File: src/rtl/cpu_pkg.sv
// Shared CPU definitions: fetch FSM states and architectural constants.
package cpu_pkg;

    localparam int unsigned XLEN_DEFAULT = 32;

    // Fetch-stage sequencing states.
    typedef enum logic [1:0] {
        IDLE = 2'd0,
        REQ  = 2'd1,
        WAIT = 2'd2,
        HOLD = 2'd3
    } fetch_state_t;

    // PC after reset.
    localparam logic [XLEN_DEFAULT-1:0] RESET_PC_DEFAULT = 32'h0000_0000;

    // addi x0, x0, 0
    localparam logic [XLEN_DEFAULT-1:0] INSTR_NOP = 32'h0000_0013;

endpackage : cpu_pkg

File: src/rtl/pc_unit.sv
// Program counter register with next-PC selection and misaligned-target detection.
module pc_unit
    import cpu_pkg::*;
#(
    parameter int unsigned        ADDR_W   = 32,
    parameter logic [ADDR_W-1:0]  RESET_PC = ADDR_W'(RESET_PC_DEFAULT)
) (
    input  logic              clk,
    input  logic              reset_n,
    input  logic              i_commit,
    input  logic              i_branch_taken,
    input  logic [ADDR_W-1:0] i_branch_target,
    output logic [ADDR_W-1:0] o_pc,
    output logic              o_err_misalign
);

    localparam logic [ADDR_W-1:0] ALIGN_MASK  = ~ADDR_W'(3);
    localparam logic [ADDR_W-1:0] PC_STEP     = ADDR_W'(4);
    localparam logic [ADDR_W-1:0] PC_AT_RESET = RESET_PC & ALIGN_MASK;

    logic [ADDR_W-1:0] w_next_pc;
    logic              w_misalign;

    // Next PC: word-aligned branch target when taken, else sequential (wraps).
    always_comb begin
        w_next_pc  = o_pc + PC_STEP;
        w_misalign = 1'b0;
        if (i_branch_taken) begin
            w_next_pc  = i_branch_target & ALIGN_MASK;
            w_misalign = (i_branch_target[1:0] != 2'b00);
        end
    end

    // PC register and sticky misalign flag, updated only on a commit.
    always_ff @(posedge clk or negedge reset_n) begin
        if (!reset_n) begin
            o_pc           <= PC_AT_RESET;
            o_err_misalign <= 1'b0;
        end else if (i_commit) begin
            o_pc <= w_next_pc;
            if (w_misalign) begin
                o_err_misalign <= 1'b1;
            end
        end
    end

endmodule : pc_unit

File: src/rtl/instruction_fetch.sv
// Fetch stage: owns the PC, reads one instruction per fetch and hands it to IF/ID.
module instruction_fetch
    import cpu_pkg::*;
#(
    parameter int unsigned        ADDR_W   = 32,
    parameter int unsigned        INSTR_W  = 32,
    parameter logic [ADDR_W-1:0]  RESET_PC = ADDR_W'(RESET_PC_DEFAULT)
) (
    input  logic               clk,
    input  logic               reset_n,
    input  logic               fetch_start,
    output logic               fetch_done,
    input  logic               if_id_wren,
    input  logic               wb_if_wren,
    input  logic               branch_taken,
    input  logic [ADDR_W-1:0]  branch_target,
    output logic               imem_req,
    output logic [ADDR_W-1:0]  imem_addr,
    input  logic               imem_ready,
    input  logic               imem_rvalid,
    input  logic [INSTR_W-1:0] imem_rdata,
    output logic [INSTR_W-1:0] if_id_instr,
    output logic [ADDR_W-1:0]  if_id_pc,
    output logic [ADDR_W-1:0]  if_id_pc4,
    output logic [ADDR_W-1:0]  pc,
    output logic               err_protocol,
    output logic               err_misalign
);

    localparam logic [ADDR_W-1:0] ALIGN_MASK  = ~ADDR_W'(3);
    localparam logic [ADDR_W-1:0] PC_STEP     = ADDR_W'(4);
    localparam logic [ADDR_W-1:0] PC_AT_RESET = RESET_PC & ALIGN_MASK;

    fetch_state_t       r_state;
    logic [INSTR_W-1:0] r_buf;
    logic               r_done_pend;
    logic               r_start_pend;

    logic               w_in_idle;
    logic               w_commit;
    logic               w_start;
    logic               w_err_evt;

    // PC register lives in the sub-unit; commits are only honoured in IDLE.
    pc_unit #(
        .ADDR_W   (ADDR_W),
        .RESET_PC (RESET_PC)
    ) u_pc_unit (
        .clk             (clk),
        .reset_n         (reset_n),
        .i_commit        (w_commit),
        .i_branch_taken  (branch_taken),
        .i_branch_target (branch_target),
        .o_pc            (pc),
        .o_err_misalign  (err_misalign)
    );

    // Event qualification and illegal-pulse detection.
    always_comb begin
        w_in_idle = (r_state == IDLE);
        w_commit  = wb_if_wren && w_in_idle;
        w_start   = (fetch_start || r_start_pend) && w_in_idle;
        w_err_evt = 1'b0;
        if (fetch_start && !w_in_idle)           w_err_evt = 1'b1;
        if (wb_if_wren && !w_in_idle)            w_err_evt = 1'b1;
        if (if_id_wren && (r_state != HOLD))     w_err_evt = 1'b1;
        if (imem_rvalid && (r_state != WAIT))    w_err_evt = 1'b1;
        if (fetch_start && wb_if_wren && w_in_idle) w_err_evt = 1'b1;
    end

    // Fetch FSM with registered memory, handshake and IF/ID outputs.
    always_ff @(posedge clk or negedge reset_n) begin
        if (!reset_n) begin
            r_state      <= IDLE;
            r_buf        <= INSTR_W'(INSTR_NOP);
            r_done_pend  <= 1'b0;
            r_start_pend <= 1'b0;
            fetch_done   <= 1'b0;
            imem_req     <= 1'b0;
            imem_addr    <= PC_AT_RESET;
            if_id_instr  <= '0;
            if_id_pc     <= '0;
            if_id_pc4    <= '0;
            err_protocol <= 1'b0;
        end else begin
            fetch_done  <= r_done_pend;
            r_done_pend <= 1'b0;
            if (w_err_evt) begin
                err_protocol <= 1'b1;
            end
            case (r_state)
                IDLE: begin
                    if (w_start && w_commit) begin
                        // PC changes this edge; launch the read from the new PC next cycle.
                        r_start_pend <= 1'b1;
                    end else if (w_start) begin
                        r_start_pend <= 1'b0;
                        r_state      <= REQ;
                        imem_req     <= 1'b1;
                        imem_addr    <= pc & ALIGN_MASK;
                    end
                end
                REQ: begin
                    if (imem_ready) begin
                        r_state  <= WAIT;
                        imem_req <= 1'b0;
                    end
                end
                WAIT: begin
                    if (imem_rvalid) begin
                        r_buf       <= imem_rdata;
                        r_done_pend <= 1'b1;
                        r_state     <= HOLD;
                    end
                end
                HOLD: begin
                    if (if_id_wren) begin
                        if_id_instr <= r_buf;
                        if_id_pc    <= pc;
                        if_id_pc4   <= pc + PC_STEP;
                        r_state     <= IDLE;
                    end
                end
                default: begin
                    r_state <= IDLE;
                end
            endcase
        end
    end

endmodule : instruction_fetch

File: config.mk
export PLATFORM = sky130hd
export DESIGN_NAME = instruction_fetch
export DESIGN_NICKNAME = d
export VERILOG_FILES = /design/src/rtl/cpu_pkg.sv /design/src/rtl/pc_unit.sv /design/src/rtl/instruction_fetch.sv
export SDC_FILE = /design/constraint.sdc
export NUM_CORES = 1
export LEC_CHECK = 0
export CAP_MARGIN = 10
export CORE_ASPECT_RATIO = 2
export CORE_MARGIN = 1.5
export CORE_UTILIZATION = 35
export CTS_CLUSTER_DIAMETER = 80
export CTS_CLUSTER_SIZE = 10
export DETAILED_ROUTE_END_ITERATION = 6
export SYNTH_ARGS = -nofsm -noshare
export SYNTH_HDL_FRONTEND = slang
export SYNTH_HIERARCHICAL = 1
export SYNTH_SLANG_ARGS = --single-unit
File: constraint.sdc
create_clock -name clk -period 6.14 [get_ports clk]
set_input_delay 1.228 -clock clk [delete_from_list [all_inputs] [get_ports clk]]
set_output_delay 1.228 -clock clk [all_outputs]
set_load 0.005 [all_outputs]
### Word-level counts from Yosys, hierarchy flattened

Index checks and enable logic that the tools add are counted.
W data, S select, Z words.

* bits in registers: 198
* output and inout bits: 164

* add/sub/neg operators: 1
* equality and inequality tests: 10
* multiplexer cells: 21
* bitwise operators: 1
* reduce and logical (&&, ||, !) cells: 22

Operators with widths (count)
* $add A32 B3 Y32 const B: 1
* $mux W32: 1
* $mux W1: 13
* $ne A2 B2 Y1 const B: 6
* $mux W2: 5
* $logic_and A1 B1 Y1: 9
* $pmux W2 S4: 1
* $reduce_and A2 Y1: 4
* $reduce_bool A2 Y1: 3
* $reduce_and A5 Y1: 1
* $eq A2 B2 Y1 const B: 2
* $reduce_and A4 Y1: 1
* $reduce_and A3 Y1: 1
* $eq A2 B1 Y1 const B: 1
* $logic_not A2 Y1: 1
* $ne A2 B1 Y1 const B: 1
* $pmux W1 S2: 1
* $logic_not A1 Y1: 1
* $logic_or A1 B1 Y1: 1
* $not A1 Y1: 1

### Longest topological paths before layout

Gate-level depths: netlist (run 1).

* word-level depth: 8
* mapped depth: 10
* depth with buffers taken out: 8

### Hierarchy

Netlist (run 1), hierarchy kept.

Modules (own cells, without submodules)
* instruction_fetch: instances 1, cells an instance 636, area an instance 6776.5 um^2, seq. area each 4082.7 um^2
* pc_unit: instances 1, cells an instance 240, area an instance 2018.2 um^2, seq. area each 775.7 um^2

### Least setup slack after synthesis (run 1)

OpenSTA, ideal clock, no wires.

* path kind: input port to flip-flop
* start: input port fetch_start
* end: register imem_addr[10]
* setup time: 0.125 ns
* data arrival time: 2.390 ns
* required time: 6.015 ns
* setup slack: 3.625 ns
* stages on the path: 4
* cells stage by stage: nor2_1 -> nor4bb_1 -> clkbuf_1 -> mux2_2

* cells in the longest elaborated chain, start to end: 5

RTL lines
* from (decl): RTL line instruction_fetch.sv:11 `input logic fetch_start,`
* $logic_or A1 B1 Y1 *: RTL line instruction_fetch.sv:62 `w_start = (fetch_start || r_start_pend) && w_in_idle;`
* $logic_and A1 B1 Y1 *: RTL line instruction_fetch.sv:62
* $logic_and A1 B1 Y1: RTL line instruction_fetch.sv:93 `if (w_start && w_commit) begin`
* $not A1 Y1 (no line)
* $reduce_and A3 Y1 (no line) *
* to (signal assigned): RTL line instruction_fetch.sv:100 `imem_addr <= pc & ALIGN_MASK;`
* to (decl): RTL line instruction_fetch.sv:18 `output logic [ADDR_W-1:0] imem_addr,`

Mark *: on every way between the ends. The rest lies on a longest branch, timed or not.
A chain may end at the register's enable or synchronous reset.

### Worst setup path in the final report (run 1)

* start: input port branch_taken
* end: register u_pc_unit.o_pc[28]

* cells in the longest elaborated chain, start to end: 1

RTL lines
* from (decl): RTL line instruction_fetch.sv:15 `input logic branch_taken,`
* $mux W32: RTL line pc_unit.sv:28 `if (i_branch_taken) begin`
* to (signal assigned): RTL line pc_unit.sv:40 `o_pc <= w_next_pc;`
* to (decl): RTL line pc_unit.sv:13 `output logic [ADDR_W-1:0] o_pc,`

No other way between the ends.

==> summary.md, run 1 <==
| Metric | Value |
|---|---|
| Setup repair bufs after CTS | `0` |
| Peak VDD IR | `~0.00028 V` |
| WL per Instance | `around 18 um` |
| Post-synth EDFFs | `0` |
| Seq/Total Area, Yosys | `between 50 and 60%` |
| Sequential cell area | `0.00486 mm2` |
| Cts bufs inserted | `17` |
| DRC viols | `0` |
| CTS sink cnt | `just under 200` |
| Max Clk Rate | `a little over 0.3 GHz` |
| Drt via density | `5.04` |
| Max-cap viol count | `0` |
| GRT Total Usage | `20.2%` |
| Max clock buf depth | `2` |
| HP Class | `reg -> reg` |
| Clock root cell | `clkbuf_16` |
| Initial core utilization | `35.9%` |
| DRT Wirelength | `roughly 26000 um` |
| Share of the synthesized area in the top cell type | `about 54%` |
| CTS clk-pin slew, worst paths | `about 70 ps` |
| Hold buffers post-CTS | `0` |
| Worst slew margin | `roughly 30%` |
| Crit path max-delay family | `buffers and inverters` |
| Final setup viols | `0` |
| RSZ-0062 raised after global routing | `no` |
| DIE AREA | `0.0261 mm2` |
| Layout Nets | `approximately 1200` |
| CTS H-Tree Depth | `4` |
| Number of I/O port buffers | `approximately 230` |
| Die extent in x | `roughly 120 um` |
| Post-synth top flop | `dfrtp_1` |
| Initial antenna violation count | `1` |
| Worst slack at placement | `approximately 2400 ps` |
| Final Hold Fails | `0` |
| Mapped Avg Cell Area | `around 10 um2` |
| Pwr dens | `502 mW/mm2` |
| Quantity of gates resized following cts | `0` |
| Die height | `between 200 and 250 um` |
| Critical Path RT | `roughly 6500 ps` |
| Post-route ant nets | `0` |
| YS warnings | `6` |
| Clk Latency, worst-skew pair | `460 ps` |
| CP bufs+invs | `3` |
| Footprint of the multi-input gates | `approximately 0.0037 mm2` |
| Fin Setup TNS | `0 ps` |
| Fin crit period | `3290 ps` |
| Critical path capture point type | `flop` |
| Share of cells above drive strength 1 | `about 12%` |
| Post-synthesis async set-or-reset flop share | `100%` |
| P_leak | `5.17 nW` |
| Kind of critical path | `in -> reg` |
| Slowest cell on crit path | `clkinv_1` |
| Clk pwr share | `18.9%` |
| Synthesized instance count | `about 900` |
| Dpl hpwl | `approximately 18000 um` |
| Clock Skew | `between 10 and 15 ps` |
| Synth top area cells | `dfrtp_1, nand2_1, mux2_2, o21ai_0, a21oi_1` |
| Switch Pwr | `approximately 0.0021 W` |
| Tightest Pin Transition | `1050 ps` |
| Routability cong. | `0.845` |
| Boundary Pins | `approximately 240` |
| Grt ovf | `0` |
| Synth unique cells | `64` |
| Synth area leader | `dfrtp_1` |
| Core area | `around 0.025 mm2` |
| # rows | `81` |
| Routed vias | `7201` |
| Area grow syn2layout | `36.2%` |
| Mapped cell area | `around 0.0088 mm2` |
| Number of detailed-route iterations in the first pass | `5` |
| First-pass GRT wire length | `~40000 um` |
| Post-layout util | `between 40% and 50%` |
| Switch share | `a little over a third` |
| Starting DRT DRC Count | `about 380` |
| #FFs+latches synth | `around 190` |
| Number of global-route vias before repair | `roughly 7300` |
| Count of final max-slew check failures | `0` |
| Ratio of final minimum period to clock period | `53.6%` |
| Critical path arrival | `between 3000 and 4000 ps` |
| Startpoint types | `input pin` |
| Largest net degree at the start of global routing | `131` |
| CTS tree | `built` |
| Final WS setup | `~2900 ps` |
| Critical path cell sequence | `clkdlybuf4s50_1 > buf_4 > clkinv_1 > nand2_1 > nor2_1 > a31oi_1 > o211ai_1` |
| Combinational power share | `between 30% and 40%` |
| Status | `complete, no violations` |
| Peak fanout along the critical path | `35` |
| CP max stage delay | `870 ps` |
| Number of fill cells | `2353` |
| Seq pwr share | `41.6%` |
| Cell internal pwr | `0.00388 W` |
## cells in the mapped netlist, types with 5 or more instances
cell / instances
nand2_1: 236
dfrtp_1: 191
mux2_2: 63
o21ai_0: 36
a21oi_1: 35
nor2_1: 35
clkbuf_1: 34
nand3_1: 23
nand4_1: 19
a31oi_1: 17
inv_1: 16
o31ai_1: 13
or4_1: 11
and4_1: 9
o22ai_1: 9
and3_1: 8
xor2_1: 8
buf_4: 7
ha_1: 7
buf_2: 6
mux2i_1: 6
a211oi_1: 5
a21o_1: 5
buf_1: 5
nor3_1: 5
or3_1: 5
xnor2_1: 5
## kinds of logic after synthesis
kind of cell,count (synthesis),share of synthesized area (%)
other,2,0.0854
buffers and inverters,70,3.46
xor gates and xnor gates,13,1.29
DFF,194,55.2
muxes,69,8.75
AOI/OAI and AO/OA,145,10.2
adders and majority gates,7,0.996
and+or+nand+nor,376,20.0
## worst register-to-register path, delay by kind of cell, from the launching register on
kind | cells | cell delay, ps
AO/OA/AOI/OAI | 1 | 170
flip-flops | 1 | 720
AND/OR/NAND/NOR | 3 | 1620
## placed cells by master, fill, tap and decap left out, drive strengths merged, types with 6 or more instances in the layout
master	n
a31oi	17
dfrtp	191
and3	9
clkdlybuf4s50	230
a21oi	35
o31ai	13
clkbuf	20
buf	7
o22ai	9
or4	11
xor2	8
ha	7
or3	7
nor2	35
mux2i	6
nand3	25
and4	9
o21ai	39
mux2	63
nand2	236
nand4	22
inv	18
clkinv	8
a211oi	6
## worst paths after layout
kind,endpoint,startpoint,slack (ps),cells after the start
max,u_pc_unit/o_pc[28],branch_taken,2850,7
min,fetch_done,r_done_pend,360,0
max reg2reg,if_id_pc4[29],u_pc_unit/o_pc[7],3570,4
min reg2reg,fetch_done,r_done_pend,360,0
max in group asynchronous,if_id_instr[14],reset_n,4290,2
min in group asynchronous,u_pc_unit/o_pc[11],reset_n,760,1
## routing by layer
| layer | up-vias | track usage, % | routed length (um) |
|---|---|---|---|
| met3 | 53 | 3.51 | 1020 |
| met5 | - | 0 | 0 |
| met4 | 0 | 10.4 | 1080 |
| met2 | 195 | 36.1 | 13900 |
| li1 | 3448 | - | - |
| met1 | 3505 | 22.9 | 10000 |
## sequential cells by signal (all words and copies together) (netlist names)
| name | cells |
|---|---|
| fetch_done | 1 |
| u_pc_unit/o_pc | 30 |
| if_id_pc | 32 |
| r_state | 2 |
| r_start_pend | 1 |
| if_id_instr | 32 |
| err_protocol | 1 |
| r_done_pend | 1 |
| imem_req | 1 |
| imem_addr | 30 |
| if_id_pc4 | 30 |
| u_pc_unit/o_err_misalign | 1 |
| r_buf | 32 |
## power groups by stage
stage	clock network [W]	logic [W]	registers, W
finish	0.00114	0.00237	0.00250
global route	0.00122	0.00260	0.00260
CTS	0.00117	0.00242	0.00251
detailed placement	0	0.00241	0.00253
global placement	0	0.00238	0.00251
floorplan	0	0.00105	0.00238
## metrics by stage
stage / std cells / power (W) / cell area [um2] / hold slack, ps
6_report: 1428 / 0.00602 / 12000 / 360
5_1_grt: 1428 / 0.00642 / 12000 / 383
4_1_cts: 1427 / 0.00610 / 12000 / 362
3_5_place_dp: 1395 / 0.00494 / 11400 / 344
3_3_place_gp: 1395 / 0.00489 / 11400 / 336
2_1_floorplan: 878 / 0.00344 / 8800 / 331
## cell type report
cell class,count,share of cell area (%)
Sequential cell,194,40.5
Multi-Input combinational cell,614,30.6
Timing Repair Buffer,238,19.9
Clock buffer,19,3.70
Tap cell,332,3.47
Clock inverter,13,1.28
Inverter,17,0.533
Antenna cell,1,0.0209
(Power assumes the default switching activity.)
==> inputs of run 2 (changes only) <==
Clock period 6.14 ns to 3.3 ns, I/O delays scaled along.
==> run 2 against run 1 <==
Compared with the run above: power up 84%; final area rose by 0.62%; critical path type is now reg -> reg; worst setup slack got worse by 2000 ps; largest power group is now combinational cells; cell count rose by 1.1%; count of clock-buffer cells in the layout is 4 higher; register-to-register slack got worse by 2700 ps; core utilization grew 0.30 points; wire length is 0.53% higher; highest routed layer unchanged; global-route usage increased by 0.37 points; flip-flop and latch count is the same; via count rose by 0.37%.
==> summary.md, run 2 (synthesized netlist as in run 1, its figures left out) <==
| Metric | Value |
|---|---|
| Status | `complete, no violations` |
| Peak fanout along the critical path | `13` |
| Worst slew margin | `between 60% and 70%` |
| Starting DRT DRC Count | `around 400` |
| Critical path arrival | `~2800 ps` |
| CTS H-Tree Depth | `4` |
| First-pass GRT wire length | `40600 um` |
| Routed vias | `about 7200` |
| RSZ-0062 raised after global routing | `no` |
| Dpl hpwl | `between 15000 and 20000 um` |
| Ratio of final minimum period to clock period | `74.1%` |
| Largest net degree at the start of global routing | `~70` |
| ANT cells | `0` |
| Die extent in x | `115 um` |
| Startpoint types | `flop` |
| Max Clk Rate | `~0.4 GHz` |
| Final WS setup | `855 ps` |
| Max clock buf depth | `2` |
| Drt via density | `between 5 and 6` |
| CP bufs+invs | `0` |
| WL per Instance | `18.1 um` |
| Peak VDD IR | `0.000488 V` |
| DRC viols | `0` |
| Clock root cell | `clkbuf_16` |
| Slowest cell on crit path | `or4_1` |
| CP max stage delay | `roughly 650 ps` |
| Quantity of gates resized following cts | `0` |
| Max-cap viol count | `0` |
| Initial antenna violation count | `0` |
| Core area | `~0.025 mm2` |
| DIE AREA | `between 0.02 and 0.03 mm2` |
| Critical path capture point type | `flop` |
| Fin crit period | `around 2400 ps` |
| Cts bufs inserted | `17` |
| Clock Skew | `between 10 and 15 ps` |
| Crit path max-delay family | `simple AND/OR/NAND/NOR gates` |
| Worst slack at placement | `between 600 and 700 ps` |
| CTS clk-pin slew, worst paths | `around 70 ps` |
| Initial core utilization | `between 30% and 40%` |
| Pwr dens | `920 mW/mm2` |
| CTS tree | `built` |
| Post-route ant nets | `0` |
| Number of detailed-route iterations in the first pass | `4` |
| Kind of critical path | `reg -> reg` |
| Count of final max-slew check failures | `0` |
| Most frequent cells in the layout | `nand2_1, clkdlybuf4s50_1, dfrtp_1` |
| HP Class | `in -> async` |
| Critical Path RT | `3670 ps` |
| # rows | `81` |
| Area grow syn2layout | `37.1%` |
| Share of cells above drive strength 1 | `around an eighth` |
| Final setup viols | `0` |
| Routability cong. | `roughly 0.84` |
| Number of global-route vias before repair | `7229` |
| Tightest Pin Transition | `roughly 590 ps` |
| GRT Total Usage | `~21%` |
| Setup repair bufs after CTS | `0` |
| Clk Latency, worst-skew pair | `~450 ps` |
| Critical path cell sequence | `and4_1 > nand4_1 > or4_1 > a31oi_1` |
| Fin Setup TNS | `0 ps` |
| Boundary Pins | `roughly 240` |
| P_leak | `5.22 nW` |
| Number of fill cells | `around 2400` |
| Layout Nets | `1178` |
| Die height | `approximately 230 um` |
| Commonest non-fill, non-tap cell in the layout | `nand2_1` |
| CTS sink cnt | `between 150 and 200` |
| Hold buffers post-CTS | `0` |
| Final Hold Fails | `0` |
| Number of I/O port buffers | `231` |
| DRT Wirelength | `26200 um` |
| Grt ovf | `0` |
| Largest registers | `if_id_instr: 32 flops, if_id_pc: 32 flops, r_buf: 32 flops` |
==> run 2: changes by cell type in the layout (fill, tap and decap cells not counted), sizes merged <==
cell	change
buf	+17
clkbuf	+4
bufinv	-2
clkinv	-2
clkinvlp	+1
diode	-1
inv	-1
==> run 2: path summary, 6_finish.rpt <==
| check | start | end | slack [ps] | cells past startpoint |
|---|---|---|---|---|
| min in group clk | r_done_pend | fetch_done | 360 | 0 |
| max in group asynchronous | reset_n | r_buf[1] | 2260 | 2 |
| worst min-delay path | reset_n | imem_addr[3] | 190 | 1 |
| worst max register to register | u_pc_unit/o_pc[2] | if_id_pc4[31] | 860 | 4 |
| worst min register to register | r_done_pend | fetch_done | 360 | 0 |
| worst max-delay path | u_pc_unit/o_pc[2] | if_id_pc4[31] | 860 | 4 |
==> run 2: final cells by class <==
cell class / count / area, um2 / share of cell area (%)
flip-flops and latches: 194 / 4860 / 40.3
multi-input cells: 614 / 3660 / 30.4
repair buffers: 255 / 2550 / 21.1
clock buffers: 23 / 448 / 3.72
well taps: 332 / 415 / 3.45
inverters: 17 / 63.8 / 0.529
clock inverters: 9 / 60.1 / 0.498
==> run 2: per-stage QoR <==
step           hold WS (ps)  total power [W]  instance area (um2)  instances  util [%]
5_1_grt                 212           0.0119                12100       1444      49.2
6_report                187           0.0111                12100       1444      49.2
4_1_cts                 189           0.0112                12100       1444      49.2
3_3_place_gp            337          0.00922                11500       1412      47.1
3_5_place_dp            336          0.00932                11500       1412      47.1
2_1_floorplan           331          0.00639                 8800        878         -
==> run 2: report_power, final <==
part           switching [W]  internal (W)  total (W)
clock               0.000922      0.000962    0.00188
combinational        0.00204       0.00268    0.00473
sequential          0.000987       0.00350    0.00448
==> run 2: per-layer routing <==
metal,global-route usage (%),wire length [um],up-vias
li1,-,-,3479
met3,3.35,962,45
met1,23.4,10300,3499
met4,11.7,1110,0
met2,36.3,13800,205
met5,0,0,-
